--- src/rtl/alu_arbiter_pkg.sv ---
// Shared constants for the two-requester ALU arbiter: function codes and FSM encoding.
// Imported by the arbiter, its ALU and the bench.
package alu_arbiter_pkg;

  localparam logic [4:0] FN_SHR = 5'b00000;
  localparam logic [4:0] FN_ADD = 5'b00010;
  localparam logic [4:0] FN_SUB = 5'b00011;
  localparam logic [4:0] FN_AND = 5'b01000;
  localparam logic [4:0] FN_OR  = 5'b01100;
  localparam logic [4:0] FN_SHL = 5'b10000;

  typedef enum logic [1:0] {
    IDLE = 2'd0,
    EXEC = 2'd1,
    RESP = 2'd2
  } state_e;

endpackage

--- src/rtl/alu_arbiter_alu.sv ---
// Shared 4-bit combinational ALU; unknown function codes yield zero data with err_o set.
module alu_arbiter_alu
  import alu_arbiter_pkg::*;
(
  input  logic [3:0] a_i,
  input  logic [3:0] b_i,
  input  logic [4:0] f_i,
  output logic [3:0] y_o,
  output logic       err_o
);

  always_comb begin
    y_o   = 4'd0;
    err_o = 1'b0;
    case (f_i)
      FN_ADD:  y_o = a_i + b_i;
      FN_SUB:  y_o = a_i - b_i;
      FN_AND:  y_o = a_i & b_i;
      FN_OR:   y_o = a_i | b_i;
      FN_SHR:  y_o = {1'b0, a_i[3:1]};
      FN_SHL:  y_o = {a_i[2:0], 1'b0};
      default: err_o = 1'b1;
    endcase
  end

endmodule

--- src/rtl/alu_arbiter.sv ---
// Two requesters share one ALU: grant in IDLE, compute in EXEC, hold the result in RESP
// until the consumer takes it. Round-robin or fixed priority selected by FIXED_PRI.
module alu_arbiter
  import alu_arbiter_pkg::*;
#(
  parameter int FIXED_PRI = 0
) (
  input  logic       clk,
  input  logic       rst_n,
  input  logic       req0_valid,
  output logic       req0_ready,
  input  logic [3:0] req0_a,
  input  logic [3:0] req0_b,
  input  logic [4:0] req0_f,
  input  logic       req1_valid,
  output logic       req1_ready,
  input  logic [3:0] req1_a,
  input  logic [3:0] req1_b,
  input  logic [4:0] req1_f,
  output logic       rsp_valid,
  input  logic       rsp_ready,
  output logic       rsp_id,
  output logic [3:0] rsp_data,
  output logic       rsp_err
);

  localparam bit ROUND_ROBIN = (FIXED_PRI == 0);

  state_e     state_q, state_d;
  logic       ptr_q, ptr_d;
  logic [3:0] a_q, a_d, b_q, b_d;
  logic [4:0] f_q, f_d;
  logic       id_q, id_d;
  logic [3:0] data_q, data_d;
  logic       err_q, err_d;
  logic       rid_q, rid_d;

  logic       pick1;
  logic       gnt0, gnt1;
  logic [3:0] alu_y;
  logic       alu_err;

  alu_arbiter_alu u_alu (
    .a_i   (a_q),
    .b_i   (b_q),
    .f_i   (f_q),
    .y_o   (alu_y),
    .err_o (alu_err)
  );

  // Requester 1 wins when it is alone, or when both ask and the pointer favours it.
  assign pick1 = req1_valid && (!req0_valid || (ROUND_ROBIN && ptr_q));

  always_comb begin
    state_d = state_q;
    ptr_d   = ptr_q;
    a_d     = a_q;
    b_d     = b_q;
    f_d     = f_q;
    id_d    = id_q;
    data_d  = data_q;
    err_d   = err_q;
    rid_d   = rid_q;
    gnt0    = 1'b0;
    gnt1    = 1'b0;
    case (state_q)
      IDLE: begin
        if (req0_valid || req1_valid) begin
          gnt1    = pick1;
          gnt0    = !pick1;
          a_d     = pick1 ? req1_a : req0_a;
          b_d     = pick1 ? req1_b : req0_b;
          f_d     = pick1 ? req1_f : req0_f;
          id_d    = pick1;
          state_d = EXEC;
          if (ROUND_ROBIN) begin
            ptr_d = !pick1;
          end
        end
      end
      EXEC: begin
        data_d  = alu_y;
        err_d   = alu_err;
        rid_d   = id_q;
        state_d = RESP;
      end
      RESP: begin
        if (rsp_ready) begin
          state_d = IDLE;
        end
      end
      default: state_d = IDLE;
    endcase
  end

  // Ready is qualified by rst_n so no handshake can complete while reset is applied.
  assign req0_ready = rst_n && gnt0;
  assign req1_ready = rst_n && gnt1;
  assign rsp_valid  = (state_q == RESP);
  assign rsp_id     = rid_q;
  assign rsp_data   = data_q;
  assign rsp_err    = err_q;

  always_ff @(posedge clk) begin
    if (!rst_n) begin
      state_q <= IDLE;
      ptr_q   <= 1'b0;
      a_q     <= 4'd0;
      b_q     <= 4'd0;
      f_q     <= 5'd0;
      id_q    <= 1'b0;
      data_q  <= 4'd0;
      err_q   <= 1'b0;
      rid_q   <= 1'b0;
    end else begin
      state_q <= state_d;
      ptr_q   <= ptr_d;
      a_q     <= a_d;
      b_q     <= b_d;
      f_q     <= f_d;
      id_q    <= id_d;
      data_q  <= data_d;
      err_q   <= err_d;
      rid_q   <= rid_d;
    end
  end

endmodule

--- config.mk ---
export PLATFORM = sky130hd
export DESIGN_NAME = alu_arbiter
export DESIGN_NICKNAME = d
export VERILOG_FILES = /design/src/rtl/alu_arbiter_pkg.sv /design/src/rtl/alu_arbiter_alu.sv /design/src/rtl/alu_arbiter.sv
export SDC_FILE = /design/constraint.sdc
export NUM_CORES = 1
export LEC_CHECK = 0
export BUFFER_PORTS_ARGS = -buffer_cell sky130_fd_sc_hd__buf_4
export CORE_MARGIN = 3
export CORE_UTILIZATION = 45
export CTS_CLUSTER_SIZE = 28
export DETAILED_ROUTE_END_ITERATION = 7
export HOLD_SLACK_MARGIN = 0.12
export PLACE_DENSITY = 0.84
export SYNTH_ARGS = -nofsm -noshare
export SYNTH_HDL_FRONTEND = slang
export SYNTH_SLANG_ARGS = --single-unit
--- constraint.sdc ---
create_clock -name clk -period 2.15 [get_ports clk]
set_input_delay 0 -clock clk [delete_from_list [all_inputs] [get_ports clk]]
set_output_delay 0 -clock clk [all_outputs]
set_load 0.02 [all_outputs]
==> results by group <==
Drt
  • Drt first pass iters: 8
  • Final WL: 4420 um
  • Initial DRC count: 125
  • WL per Instance: between 15 and 20 um
  • Vias per cell: roughly 6
  • Post-route antenna net violation count: 0
  • DRC errors left: 0
  • Via count: 1494

Place
  • Global placer's final weighted congestion: 0.834
  • Placed Area: 1640 um2
  • Pre-CTS setup slack: 0.0154 ns
  • DP Cell Count: 214
  • Hpwl dp: 2650 um
  • Port bufs: 39

Logic synthesis
  • Warnings, synthesis: 0
  • Netlist cell types: 38
  • Post-synth top area share: 35.8%
  • Synth Area in XOR/XNOR: just over 2%
  • Top_reg_cell synth: dfxtp_1
  • Syn_area_per_cell: roughly 9 um2
  • FF+latch count, synth: 23
  • Post-synth top area cell: dfxtp_1
  • Largest family of logic cells by synthesized area: compound AO/OA/AOI/OAI gates
  • Post-synthesis sequential area ratio: 35.8%
  • Synth area leaders: dfxtp_1 36%, a222oi_1 8.6%, ha_1 5.8%, nor2_1 5.5%, a21oi_1 4.3%
  • Post-synthesis mux area share: 4.77%
  • Async SR Flop Fraction: 0%
  • Post-Syn Instances: 144
  • Post-synth EDFFs: 0
  • Compound-Gate Fraction of Synth Area: between 20 and 30%
  • Adder-cell share of the synthesized area: 7.39%
  • Synth Cell Area: approximately 1300 um2
  • Simple-gate share of the synthesized area: 16.5%
  • Mapped Nets: 182

STA
  • Final min period: roughly 2.1 ns
  • Tightest Pin Transition: 0.683 ns
  • Max-slew violations: 0
  • Period utilization: 96.1%
  • Max_slew headroom: between 50% and 60%
  • Final Hold Fails: 0
  • Endpoints failing setup: 0
  • Final Skew: 0.00873 ns
  • Setup tns final: 0 ns
  • Final worst slack: 0.0834 ns
  • Max Freq: ~480 MHz
  • Worst hold slack: about 0.13 ns

Final layout
  • Commonest non-fill, non-tap cell in the layout: buf_4
  • Fill cells: 169
  • Layout area overhead: 55.6%
  • Antenna diode count: 0
  • Post-route insts no fill: 248
  • Layout cells sized above 1: 29.4%
  • Most frequent cells in the layout: 47 x buf_4, 30 x dlygate4sd3_1, 22 x dfxtp_1
  • Layout Utilization: between 70% and 80%
  • Nets: 257
  • Post-route cell area: 2000 um2

Global route
  • Number of global-route vias before repair: 1519
  • Initial antenna violation count: 0
  • First-pass GRT wire length: ~6800 um
  • Largest net degree at the start of global routing: 23
  • GRT Overall Usage: 25.0%
  • GRT overflow: 0

Clock tree
  • Worst-Skew Late Latency: 0.32 ns
  • CTS Root Cell: clkbuf_4
  • Worst-path clk slew: 0.13 ns
  • Clk sinks: 23
  • Clock buffers created by TritonCTS: 3
  • H-tree levels: 1
  • Maximum buffer depth of the clock tree: 2
  • CTS tree: yes

Worst hold path
  • Hold_sp: req1_valid
  • Hold Crit Depth: 4
  • Worst hold endpoint: id_q
  • Hold Path Class: in2reg

Pwr
  • Total power: 1.19 mW
  • Comb pwr share: 39.1%
  • P_int: 783 uW
  • Sw power: 405 uW
  • Max VDD drop: 587 uV
  • LEAKAGE: 0.828 nW
  • Clock power share: between 10% and 20%
  • Pwr per Cell Area: 593 nW/um2
  • Sequential Power Share: approximately 43%
  • Switching Fraction: between 30% and 40%

Critical path
  • Critical path launch point type: flip-flop
  • Critical-path cell list: nor4b_4, nand2_1, mux2i_1, ha_1, nor2b_2, o21ai_1, a2111o_1, a31oi_1
  • R2R Path End: rsp_data[3]
  • Setup CP Type: reg2reg
  • Worst EP required: approximately 2.4 ns
  • CP Max Fanout: 3
  • Slowest Stage Delay on Critical Path: 0.43 ns
  • Flop-to-flop setup slack: 0.08 ns
  • Reg2reg start: f_q[4]
  • Slowest-stage cell, CP: a2111o_1
  • Arr. time, crit path: 2.33 ns
  • R2R depth: 8
  • Crit end category: flip-flop

Floorplan
  • Die area: 3540 um2
  • Top Ports: 40
  • Die Ht: 59.5 um
  • FP Rows: 18
  • Die W: 59.5 um
  • Core area: 2590 um2
  • Initial Util: 49.7%

Flow run
  • Max-Cap Viols: 0

Outcome
  • Status: finished clean
==> worst max-delay path, delay by kind of cell (launching register included) <==
family / cells / cell delay (ns)
flops: 1 / 0.36
mux: 1 / 0.16
fa+ha+maj: 1 / 0.28
simple gates: 3 / 0.57
compound gates: 3 / 0.65
==> metal layers <==
metal / vias to the layer above / track usage (%) / routed length (um)
met4: 0 / 8.09 / 46
li1: 694 / - / -
met3: 6 / 4.58 / 357
met1: 708 / 30.7 / 1810
met2: 86 / 43.7 / 2210
met5: - / 0 / 0
==> power by group through the flow <==
stage	Clock, mW	Combinational [mW]	Sequential [mW]
after floorplan	0	0.228	0.508
after global placement	0	0.347	0.507
after detailed placement	0	0.354	0.508
after CTS	0.213	0.432	0.499
after global routing	0.228	0.503	0.510
final	0.217	0.464	0.507
==> layout make-up <==
cell class	instances	area [um2]	share of cell area [%]
Sequential cell	23	462	23.1
Multi-Input combinational cell	105	788	39.4
Tap cell	30	37.5	1.88
Clock buffer	3	22.5	1.13
Inverter	9	33.8	1.69
Timing Repair Buffer	77	653	32.6
Clock inverter	1	5.00	0.250
==> worst max-delay path by stage <==
stage / from / to
floorplan: f_q[2] / rsp_data[2]
global placement: f_q[2] / rsp_data[2]
detailed placement: f_q[2] / rsp_data[2]
CTS: f_q[2] / rsp_data[2]
global route: f_q[4] / rsp_data[3]
finish: f_q[4] / rsp_data[3]
==> Yosys cell counts (3+ instances only) <==
master    instances
dfxtp_1          23
a211oi_1          4
nand2_1           9
clkbuf_1          4
a222oi_1         11
mux2i_1           5
o21ai_0           5
ha_1              6
inv_1             9
nor3_1            3
a21oi_1          11
nor2_1           19
==> kinds of logic after synthesis <==
family,count (synthesis)
AO/OA/AOI/OAI,47
XOR/XNOR,3
adder cells (fa/ha/maj),7
buffers and inverters,16
flip-flops,23
multiplexers,6
AND/OR/NAND/NOR,42
==> sequential cells by signal, indices dropped and copies added (netlist names) <==
name      flops
ptr_q         1
rsp_err       1
rsp_data      4
f_q           5
rsp_id        1
b_q           4
id_q          1
a_q           4
state_q       2
==> what timing repair did <==
action,4_1_cts,5_1_grt
hold buffers,30,0
gates resized for setup,0,11
setup endpoints to repair,0,11
buffers inserted,0,0
hold endpoints to repair,15,0
Power figures use the tool's default switching activity.
